<file path="src/rtl/de_latch_rx_pkg.sv">
// Shared decode-stage definitions: RV32I opcodes, instruction field
// positions, FE/DE latch widths and field order, bus canary value.
package de_latch_rx_pkg;

    localparam int unsigned DBITS_DEF    = 32;
    localparam int unsigned INSTBITS_DEF = 32;
    localparam int unsigned CANARY_W_DEF = 16;
    localparam int unsigned REG_IDX_W    = 5;

    localparam logic [15:0] BUS_CANARY_VALUE = 16'hC0DE;

    // Instruction field positions
    localparam int unsigned OPC_LSB = 0;
    localparam int unsigned OPC_W   = 7;
    localparam int unsigned RD_LSB  = 7;
    localparam int unsigned RS1_LSB = 15;
    localparam int unsigned RS2_LSB = 20;

    typedef enum logic [6:0] {
        OPC_LUI    = 7'b0110111,
        OPC_AUIPC  = 7'b0010111,
        OPC_JAL    = 7'b1101111,
        OPC_JALR   = 7'b1100111,
        OPC_BRANCH = 7'b1100011,
        OPC_LOAD   = 7'b0000011,
        OPC_STORE  = 7'b0100011,
        OPC_OP_IMM = 7'b0010011,
        OPC_OP     = 7'b0110011
    } opcode_e;

    // FE latch, MSB first: inst, pc, pcplus, inst_count, canary
    localparam int unsigned FE_LATCH_W = INSTBITS_DEF + 3 * DBITS_DEF + CANARY_W_DEF;
    // DE latch, MSB first: inst, pc, pcplus, inst_count, rd, rs1, rs2, wr_reg, canary
    localparam int unsigned DE_LATCH_W = INSTBITS_DEF + 3 * DBITS_DEF + 3 * REG_IDX_W + 1
                                       + CANARY_W_DEF;

    function automatic logic [REG_IDX_W-1:0] reg_field(input logic [INSTBITS_DEF-1:0] inst,
                                                        input int unsigned lsb);
        return inst[lsb +: REG_IDX_W];
    endfunction

endpackage

</file>
<file path="src/rtl/de_latch_rx_if.sv">
// FE->DE latch bus plus the decode-side control and status signals.
interface de_latch_rx_if
    import de_latch_rx_pkg::*;
#(
    parameter int unsigned FE_W = FE_LATCH_W,
    parameter int unsigned DE_W = DE_LATCH_W
);
    logic [FE_W-1:0]      fe_latch_in;
    logic                 flush_in;
    logic                 wb_we;
    logic [REG_IDX_W-1:0] wb_rd;
    logic                 stall_to_fe;
    logic [DE_W-1:0]      de_latch_out;
    logic                 canary_err;

    modport master (
        output fe_latch_in, flush_in, wb_we, wb_rd,
        input  stall_to_fe, de_latch_out, canary_err
    );

    modport slave (
        input  fe_latch_in, flush_in, wb_we, wb_rd,
        output stall_to_fe, de_latch_out, canary_err
    );
endinterface

</file>
<file path="src/rtl/de_inst_classify.sv">
// Pure combinational RV32I register-use classifier.
module de_inst_classify
    import de_latch_rx_pkg::*;
#(
    parameter int unsigned INSTBITS = INSTBITS_DEF
) (
    input  logic [INSTBITS-1:0]  inst,
    output logic [REG_IDX_W-1:0] rd,
    output logic [REG_IDX_W-1:0] rs1,
    output logic [REG_IDX_W-1:0] rs2,
    output logic                 wr_reg,
    output logic                 uses_rs1,
    output logic                 uses_rs2
);

    // Extract register fields and decide which ones the opcode reads/writes
    always_comb begin
        opcode_e opc;
        logic    writes;
        opc      = opcode_e'(inst[OPC_LSB +: OPC_W]);
        rd       = reg_field(inst[INSTBITS_DEF-1:0], RD_LSB);
        rs1      = reg_field(inst[INSTBITS_DEF-1:0], RS1_LSB);
        rs2      = reg_field(inst[INSTBITS_DEF-1:0], RS2_LSB);
        writes   = 1'b0;
        uses_rs1 = 1'b0;
        uses_rs2 = 1'b0;
        case (opc)
            OPC_LUI, OPC_AUIPC, OPC_JAL: writes = 1'b1;
            OPC_JALR, OPC_LOAD, OPC_OP_IMM: begin
                writes   = 1'b1;
                uses_rs1 = 1'b1;
            end
            OPC_OP: begin
                writes   = 1'b1;
                uses_rs1 = 1'b1;
                uses_rs2 = 1'b1;
            end
            OPC_BRANCH, OPC_STORE: begin
                uses_rs1 = 1'b1;
                uses_rs2 = 1'b1;
            end
            default: ;
        endcase
        wr_reg = writes && (rd != '0);
    end

endmodule

</file>
<file path="src/rtl/de_latch_rx.sv">
// Decode-side receiver of the FE latch bus: unpacks and classifies the
// instruction, tracks pending register writes, stalls fetch on hazards and
// loads the DE latch (bubble on stall/flush).
// Optional macro DE_STAT_EN adds stall_cycles / bubble_cycles counters.
module de_latch_rx
    import de_latch_rx_pkg::*;
#(
    parameter int unsigned          DBITS      = DBITS_DEF,
    parameter int unsigned          INSTBITS   = INSTBITS_DEF,
    parameter int unsigned          CANARY_W   = CANARY_W_DEF,
    parameter logic [CANARY_W-1:0]  CANARY_VAL = CANARY_W'(BUS_CANARY_VALUE),
    parameter int unsigned          SB_CNT_W   = 2
) (
    input logic          clk,
    input logic          reset,
    de_latch_rx_if.slave bus
`ifdef DE_STAT_EN
    ,
    output logic [31:0]  stall_cycles,
    output logic [31:0]  bubble_cycles
`endif
);

    localparam int unsigned DE_W = INSTBITS + 3 * DBITS + 3 * REG_IDX_W + 1 + CANARY_W;
    localparam logic [SB_CNT_W-1:0] CNT_MAX = '1;

    logic [INSTBITS-1:0]  fe_inst;
    logic [DBITS-1:0]     fe_pc;
    logic [DBITS-1:0]     fe_pcplus;
    logic [DBITS-1:0]     fe_count;
    logic [CANARY_W-1:0]  fe_canary;

    logic [REG_IDX_W-1:0] rd, rs1, rs2;
    logic                 wr_reg, uses_rs1, uses_rs2;
    logic                 fe_valid, hazard, issue;

    logic [SB_CNT_W-1:0]  cnt_q [32];
    logic [SB_CNT_W-1:0]  cnt_d [32];
    logic [DE_W-1:0]      de_latch_q, de_latch_d;
    logic                 canary_err_q, canary_err_d;

    assign {fe_inst, fe_pc, fe_pcplus, fe_count, fe_canary} = bus.fe_latch_in;

    de_inst_classify #(.INSTBITS(INSTBITS)) u_classify (
        .inst     (fe_inst),
        .rd       (rd),
        .rs1      (rs1),
        .rs2      (rs2),
        .wr_reg   (wr_reg),
        .uses_rs1 (uses_rs1),
        .uses_rs2 (uses_rs2)
    );

    // Hazard detection against pre-writeback counters; flush masks the stall
    always_comb begin
        fe_valid = (fe_count != '0);
        hazard   = 1'b0;
        if (fe_valid && !bus.flush_in) begin
            if (uses_rs1 && (cnt_q[rs1] != '0))   hazard = 1'b1;
            if (uses_rs2 && (cnt_q[rs2] != '0))   hazard = 1'b1;
            if (wr_reg && (cnt_q[rd] == CNT_MAX)) hazard = 1'b1;
        end
        issue = fe_valid && !hazard && !bus.flush_in;
    end

    // Next DE latch contents and sticky canary error
    always_comb begin
        de_latch_d   = '0;
        canary_err_d = canary_err_q;
        if (issue) begin
            de_latch_d = {fe_inst, fe_pc, fe_pcplus, fe_count, rd, rs1, rs2, wr_reg, fe_canary};
        end
        if (fe_valid && (fe_canary != CANARY_VAL)) begin
            canary_err_d = 1'b1;
        end
    end

    // Scoreboard update: +1 on issuing write, -1 on writeback, both cancel; x0 pinned at 0
    always_comb begin
        logic inc;
        logic dec;
        inc      = 1'b0;
        dec      = 1'b0;
        cnt_d    = cnt_q;
        cnt_d[0] = '0;
        for (int unsigned r = 1; r < 32; r++) begin
            inc = issue && wr_reg && (rd == REG_IDX_W'(r));
            dec = bus.wb_we && (bus.wb_rd == REG_IDX_W'(r));
            if (inc && !dec) begin
                cnt_d[r] = cnt_q[r] + SB_CNT_W'(1);
            end else if (dec && !inc && (cnt_q[r] != '0)) begin
                cnt_d[r] = cnt_q[r] - SB_CNT_W'(1);
            end
        end
    end

    // Pipeline state registers
    always_ff @(posedge clk) begin
        if (!reset) begin
            de_latch_q   <= '0;
            canary_err_q <= 1'b0;
            cnt_q        <= '{default: '0};
        end else begin
            de_latch_q   <= de_latch_d;
            canary_err_q <= canary_err_d;
            cnt_q        <= cnt_d;
        end
    end

    assign bus.stall_to_fe  = hazard;
    assign bus.de_latch_out = de_latch_q;
    assign bus.canary_err   = canary_err_q;

`ifdef DE_STAT_EN
    logic [31:0] stall_cycles_q, stall_cycles_d;
    logic [31:0] bubble_cycles_q, bubble_cycles_d;

    // Saturating stall and bubble counters
    always_comb begin
        stall_cycles_d  = stall_cycles_q;
        bubble_cycles_d = bubble_cycles_q;
        if (hazard && (stall_cycles_q != '1))  stall_cycles_d  = stall_cycles_q + 32'd1;
        if (!issue && (bubble_cycles_q != '1)) bubble_cycles_d = bubble_cycles_q + 32'd1;
    end

    // Statistics registers with a per-stall-cycle trace line
    always_ff @(posedge clk) begin
        if (!reset) begin
            stall_cycles_q  <= '0;
            bubble_cycles_q <= '0;
        end else begin
            stall_cycles_q  <= stall_cycles_d;
            bubble_cycles_q <= bubble_cycles_d;
            if (hazard) begin
                $display("de_latch_rx: stall cycle, total %0d", stall_cycles_d);
            end
        end
    end

    assign stall_cycles  = stall_cycles_q;
    assign bubble_cycles = bubble_cycles_q;
`endif

endmodule

</file>
<file path="src/flat_wrapper.sv">
// flat-port wrapper written by rule: the top's interface ports become plain ports
module de_latch_rx_flat import de_latch_rx_pkg::*;
#(
    parameter int unsigned          DBITS      = DBITS_DEF,
    parameter int unsigned          INSTBITS   = INSTBITS_DEF,
    parameter int unsigned          CANARY_W   = CANARY_W_DEF,
    parameter logic [CANARY_W-1:0]  CANARY_VAL = CANARY_W'(BUS_CANARY_VALUE),
    parameter int unsigned          SB_CNT_W   = 2
)
  (clk, reset, bus_fe_latch_in, bus_flush_in, bus_wb_we, bus_wb_rd, bus_stall_to_fe, bus_de_latch_out, bus_canary_err);
  de_latch_rx_if bus_i ();
  input logic clk;
  input logic reset;
  input wire logic [$bits(bus_i.fe_latch_in)-1:0] bus_fe_latch_in;
  input wire logic [$bits(bus_i.flush_in)-1:0] bus_flush_in;
  input wire logic [$bits(bus_i.wb_we)-1:0] bus_wb_we;
  input wire logic [$bits(bus_i.wb_rd)-1:0] bus_wb_rd;
  output wire logic [$bits(bus_i.stall_to_fe)-1:0] bus_stall_to_fe;
  output wire logic [$bits(bus_i.de_latch_out)-1:0] bus_de_latch_out;
  output wire logic [$bits(bus_i.canary_err)-1:0] bus_canary_err;
  assign bus_i.fe_latch_in = bus_fe_latch_in;
  assign bus_i.flush_in = bus_flush_in;
  assign bus_i.wb_we = bus_wb_we;
  assign bus_i.wb_rd = bus_wb_rd;
  assign bus_stall_to_fe = bus_i.stall_to_fe;
  assign bus_de_latch_out = bus_i.de_latch_out;
  assign bus_canary_err = bus_i.canary_err;
  de_latch_rx #(.DBITS(DBITS), .INSTBITS(INSTBITS), .CANARY_W(CANARY_W), .CANARY_VAL(CANARY_VAL), .SB_CNT_W(SB_CNT_W)) u_core (.clk(clk), .reset(reset), .bus(bus_i));
endmodule
</file>
<file path="config.mk">
export PLATFORM = sky130hd
export DESIGN_NAME = de_latch_rx_flat
export DESIGN_NICKNAME = d
export VERILOG_FILES = /design/src/rtl/de_latch_rx_pkg.sv /design/src/rtl/de_latch_rx_if.sv /design/src/rtl/de_inst_classify.sv /design/src/rtl/de_latch_rx.sv /design/src/flat_wrapper.sv
export SDC_FILE = /design/constraint.sdc
export NUM_CORES = 1
export LEC_CHECK = 0
export CORE_ASPECT_RATIO = 0.9
export CORE_MARGIN = 4
export CORE_UTILIZATION = 64
export DETAILED_ROUTE_END_ITERATION = 16
export DONT_BUFFER_PORTS = 1
export GPL_ROUTABILITY_DRIVEN = 0
export PLACE_DENSITY_LB_ADDON = 0.3
export REMOVE_ABC_BUFFERS = 1
export SYNTH_ARGS = -nofsm -noshare
export SYNTH_HDL_FRONTEND = slang
export SYNTH_SLANG_ARGS = --single-unit
</file>
<file path="constraint.sdc">
create_clock -name clk -period 4.25 [get_ports clk]
set_input_delay 0.85 -clock clk [delete_from_list [all_inputs] [get_ports clk]]
set_output_delay 0.85 -clock clk [all_outputs]
set_load 0.01 [all_outputs]
</file>
; ---- Word level (Yosys, flattened, before mapping)
; Cells that the tools add are included.
[totals]
mem_bits_ro = 0
inputBits = 153
word_cells = 550
regBits = 223
latchBits = 0
output_inout_bits = 162
ram_bits = 0
n_memories = 0
[op_classes]
reduce_logical = 298
muxes = 78
div_mod_pow = 0
add_sub_neg = 62
n_eq_ne = 73
n_bitwise = 3
multipliers = 0
n_lt_le_gt_ge = 3
shift = 0
[ops]
columns = cell, n
row1 = $logic_and A1 B1 Y1, 164
row2 = $eq A5 B5 Y1 const B, 32
row3 = $mux W2, 68
row4 = $reduce_bool A2 Y1, 64
row5 = $eq A5 B4 Y1 const B, 16
row6 = $logic_not A1 Y1, 64
row7 = $add A2 B1 Y2 const B, 31
row8 = $sub A2 B1 Y2 const B, 31
row9 = $eq A5 B3 Y1 const B, 8
row10 = $reduce_bool A32 Y1, 1
row11 = $bmux W2 S5, 3
row12 = $eq A7 B6 Y1 const B, 3
row13 = $eq A7 B7 Y1 const B, 3
row14 = $eq A5 B2 Y1 const B, 4
row15 = $ge A6 B6 Y1 const B, 3
row16 = $not A5 Y6, 3
row17 = $ne A16 B16 Y1 const B, 1
row18 = $eq A7 B5 Y1 const B, 2
row19 = $eq A5 B1 Y1 const B, 2
row20 = $eq A7 B2 Y1 const B, 1
row21 = $mux W1, 7
row22 = $reduce_or A7 Y1, 1
row23 = $reduce_or A6 Y1, 1
row24 = $reduce_bool A5 Y1, 1
row25 = 3 further kinds, 3

; ---- Depth between registers and ports, before layout
[depth]
ltp_word = 20
mapped_depth = 12
depth_no_buf = 8

; ---- By module
; From an unflattened synthesis, not the netlist that was laid out.
[hier_totals]
cells_unflattened = 1165
area_unflattened_um2 = 10263.6
[modules_own_cells]
columns = module, n_inst, area_per_inst_um2, cells_per_inst
row1 = de_latch_rx, 1, 10062.2, 1137
row2 = de_inst_classify, 1, 201.4, 28

; ---- Worst setup path before layout
; Ideal clock, no wire load.
[synth_path]
path_type = in2out
start = input port bus_fe_latch_in[134]
end = output port bus_stall_to_fe
t_required_ps = 3400
path_slack_ps = 599
t_arrival_ps = 2801
path_buffers = 1
cell_stages = 8
path_cell_list = buf_2 inv_1 mux4_2 o211ai_1 or4b_1 o2111a_1 and2_1 nor3_1
[synth_via]
elab_chain_len = 9
[synth_lines]
columns = item, line_no
row1 = start: declaration, flat_wrapper.sv:14  ; input wire logic [$bits(bus_i.fe_latch_in)-1:0] bus_fe_latch_in;
row2 = $not A5 Y6 (implied by the code), de_latch_rx.sv:60  ; if (uses_rs2 && (cnt_q[rs2] != '0)) hazard = 1'b1;
row3 = $bmux W2 S5, de_latch_rx.sv:60
row4 = $mux W2 (implied by the code) (2 in a row), de_latch_rx.sv:60
row5 = $reduce_bool A2 Y1, de_latch_rx.sv:60
row6 = $logic_and A1 B1 Y1, de_latch_rx.sv:60
row7 = $mux W1, de_latch_rx.sv:60
row8 = $mux W1, de_latch_rx.sv:61  ; if (wr_reg && (cnt_q[rd] == CNT_MAX)) hazard = 1'b1;
row9 = $mux W1, de_latch_rx.sv:58  ; if (fe_valid && !bus.flush_in) begin
row10 = end: declaration, flat_wrapper.sv:18  ; output wire logic [$bits(bus_i.stall_to_fe)-1:0] bus_stall_to_fe;
; No other way between the ends. The select of a mux whose other input is x is not followed.

; ---- Worst setup path in the final report
[layout_path]
start = register u_core.cnt_q[26] (netlist bit)
end = output port bus_stall_to_fe
[layout_via]
elab_chain_len = 9
word_cells_on_any_way = 19
classes_between = eq/ne (1) / mux (13) / reduce/logical (5)
[layout_lines]
columns = item, line_no
row1 = start: declaration, de_latch_rx.sv:37  ; logic [SB_CNT_W-1:0] cnt_q [32];
row2 = start signal: assignment, de_latch_rx.sv:106  ; cnt_q <= cnt_d;
row3 = $bmux W2 S5, de_latch_rx.sv:59  ; if (uses_rs1 && (cnt_q[rs1] != '0)) hazard = 1'b1;
row4 = $mux W2 (implied by the code) (2 in a row), de_latch_rx.sv:59
row5 = $reduce_bool A2 Y1, de_latch_rx.sv:59
row6 = $logic_and A1 B1 Y1, de_latch_rx.sv:59
row7 = $mux W1, de_latch_rx.sv:59
row8 = $mux W1, de_latch_rx.sv:60
row9 = $mux W1 *, de_latch_rx.sv:61
row10 = $mux W1 *, de_latch_rx.sv:58
; Mark *: on every way between the ends. The rest lies on a longest branch, timed or not. The select of a mux whose other input is x is not followed.

==> flow_summary.toml <==
[outcome]
run_status = "finished, final reports clean"

[finish]
drive_gt1_share_pct = 7.84
nets = 1198
fin_util_pct = 69.7
layout.cells.non_filler = 1263
syn_to_final_growth_pct = 5.74
fill_cells = 1166

[hold_path]
min_from = "bus_fe_latch_in[122]"
hold_depth = 1
hold_path_end = "u_core.bus.de_latch_out[138]$_SDFF_PN0_"
hold_class = "input pin to flip-flop"

[floorplanning]
die_area_mm2 = 0.0173
ios = 315
start_util_pct = 65.9
die_h_um = 125
core_area_mm2 = 0.0148
die_w_um = 138
fp-row-count = 42

[grt]
grt_max_degree = 136
grt_pass1_vias = 7616
grt_usage_pct = 32.9
grt_antenna_before_repair = 13
grt_overflow = 0
grt_pass1_wl_mm = 45.3

[placement]
io_buffers = 0
pre_cts_ws_ns = 0.637
dp_hpwl_mm = 22.1
place_inst = 1220

[sta]
fmax_mhz = 261
setup_violations = 0
clock_skew_ns = 0.0190
slew_headroom_pct = 39.0
finalHoldViolCount = 0
maxSlewViolCount = 0
finalCritPeriodShare_pct = 90.2
tightest_slew_ns = 0.916
setup_ws_ns = 0.416
rsz0062_at_grt = "no"
layout_min_cycle_time_ns = 3.83
tns_ns = 0

[detailed_routing]
drcViolationCount = 0
dr.pass1.iters = 5
first_iter_violations = 903
wl_per_cell_um = 24.3
antenna_left = 0
wirelength_mm = 30.7
vias_per_cell = 6.69
vias = 8454

[clock_tree]
tritoncts = "yes"
hold_buffers = 0
clk_path_buf_depth = 3
clk_latency_ns = 0.51
cts-root-buf = "clkbuf_16"
ctsResizeCount = 0
post-cts-setup-buffers = 0
cts.sinks = 208
numCtsBuffers = 21
clk_pin_slew_worst_paths_ns = 0.06
htreeDepth = 1

[worst_setup_path]
path_buf_inv = 1
worst_ep_arrival_time_ns = 2.98
crit_family = "compound AO/OA/AOI/OAI gates"
crit_path_max_fanout = 7
crit_required_ns = 3.40
startpoint_type = "flip-flop"
crit_slowest_cell = "mux4_2"
rrSetupSlack_ns = 1.19
reg2reg_depth = 9
path_class = "flip-flop to primary output"
crit_chain = "nand2_1, mux4_2, a2111oi_0, o211ai_1, o2111a_1, and2_1, nor3_1, buf_4"
crit_path_max_incr_delay_ns = 0.48
worstSetupEndpointType = "primary output"
r2r_start = "u_core.cnt_q[48]$_SDFFE_PN0P_"
r2r-end = "u_core.bus.de_latch_out[109]$_SDFF_PN0_"

[yosys]
synthesis.area_mm2 = 0.00977
synth_top_family_by_area = "simple AND/OR/NAND/NOR gates"
synth-seq-cells = 208
ys.flop_type = "dfxtp_1"
synth_compound_area_share_pct = 13.1
syn_avg_cell_area_um2 = 8.84
synth_xor_area_share_pct = 0.269
ys_seq_area_share_pct = 42.6
synth_simple_gate_area_share_pct = 34.3
synth_mux_area_share_pct = 4.42
synth_edf_count = 0
syn_inst = 1106
yosys_warnings = 0
async_flop_share_pct = 0
synthAdderAreaFrac_pct = 0
yosysUniqueCellTypes = 68

[power_and_ir_drop]
p_int_mw = 3.17
power.leakage_nw = 3.83
power_frac_comb_pct = 4.7
p_per_area_mw_per_mm2 = 400
irDropWorstVdd_v = 0.000330
p_sw_share_pct = 23.2
seq_power_share_pct = 50.2
p_clk_share_pct = 45.1
switchingPower_mw = 0.957
total_power_mw = 4.13

[run]
cap_violations = 0
-- state kept, by name, summed over array words and instances (netlist names) --
| signal | count |
|---|---|
| u_core.bus.de_latch_out | 145 |
| u_core.bus.canary_err | 1 |
| u_core.cnt_q | 62 |
-- synth_stat cells, types with 12 or more instances --
cell        n  area share, %
o211ai_1   27            2.1
nand4_1    28            1.8
nand3_1    59            3.0
buf_4      16            1.2
or2_2      15           0.96
clkbuf_1   55            2.1
and2_1    149            9.5
nor3_1     65            3.3
nor2b_1    14           0.90
nor4_1     13           0.83
a21oi_1    27            1.4
buf_2      12           0.61
nand2_1    76            2.9
o21ai_0    15           0.77
or3_1      23            1.5
a21boi_0   15            1.2
mux4_2     13            3.0
a21o_1     13            1.0
nor2_1     67            2.6
dfxtp_1   208             43
nand4b_1   20            1.8
-- metal layers --
metal / up-vias / global-route usage [%] / part of all wire (%) / wire, µm
li1: 3874 / - / - / -
met1: 3896 / 43.8 / 39 / 12000
met2: 581 / 49.7 / 45 / 13800
met3: 101 / 10.7 / 12 / 3650
met4: 2 / 13.6 / 4.0 / 1230
met5: - / 0 / 0.039 / 12
-- layout by cell type, fill, tap and decap left out, types with 14 or more instances in the layout --
master     Yosys  final
or3_1         23     23
nand3_1       59     59
nand4b_1      20     20
nand4_1       28     28
clkbuf_16      0     21
or2_2         15     15
a21boi_0      15     15
dfxtp_1      208    208
a21oi_1       27     27
nor2b_1       14     14
nor3_1        65     65
nand2_1       76     76
o21ai_0       15     15
o211ai_1      27     27
and2_1       149    149
nor2_1        67     67
-- metrics by stage --
stage | hold slack [ns] | area [µm²]
2_1_floorplan | 0.483 | 9300
3_3_place_gp | 0.508 | 9630
3_5_place_dp | 0.523 | 9630
4_1_cts | 0.452 | 10300
5_1_grt | 0.449 | 10300
6_report | 0.463 | 10300
-- layout make-up --
| class | instances | area, µm² | share of cell area [%] |
|---|---|---|---|
| Timing Repair Buffer | 10 | 87.6 | 0.848 |
| Clock buffer | 28 | 582 | 5.63 |
| Inverter | 11 | 41.3 | 0.400 |
| Clock inverter | 9 | 101 | 0.981 |
| Multi-Input combinational cell | 793 | 5090 | 49.3 |
| Tap cell | 198 | 248 | 2.40 |
| Antenna cell | 6 | 15.0 | 0.145 |
| Sequential cell | 208 | 4160 | 40.3 |
-- cells by family (layout without fill, tap and decap cells) --
logic type / after synthesis / after routing
DFF: 208 / 208
other: 0 / 6
buffers and inverters: 105 / 58
muxes: 26 / 26
and+or+nand+nor: 591 / 591
xor gates and xnor gates: 3 / 3
AOI/OAI and AO/OA: 173 / 173
-- worst max path at each step --
| stage | startpoint | to | cells after the start |
|---|---|---|---|
| detailed placement | bus_fe_latch_in[134] | bus_stall_to_fe | 8 |
| floorplan | bus_fe_latch_in[132] | u_core.bus.de_latch_out[16]$_SDFF_PN0_ | 8 |
| finish | u_core.cnt_q[26]$_SDFFE_PN0P_ | bus_stall_to_fe | 8 |
| global route | u_core.cnt_q[10]$_SDFFE_PN0P_ | bus_stall_to_fe | 8 |
| CTS | u_core.cnt_q[26]$_SDFFE_PN0P_ | bus_stall_to_fe | 8 |
| global placement | bus_fe_latch_in[134] | bus_stall_to_fe | 8 |
-- power groups by stage --
stage               Sequential, mW  Combinational [mW]  Clock (mW)
floorplan                     2.10               0.135           0
global placement              2.12               0.181           0
detailed placement            2.12               0.185           0
CTS                           2.08               0.188        1.86
global route                  2.08               0.208        1.96
finish                        2.08               0.193        1.86
Note: power is estimated with default switching activity, not from simulation.
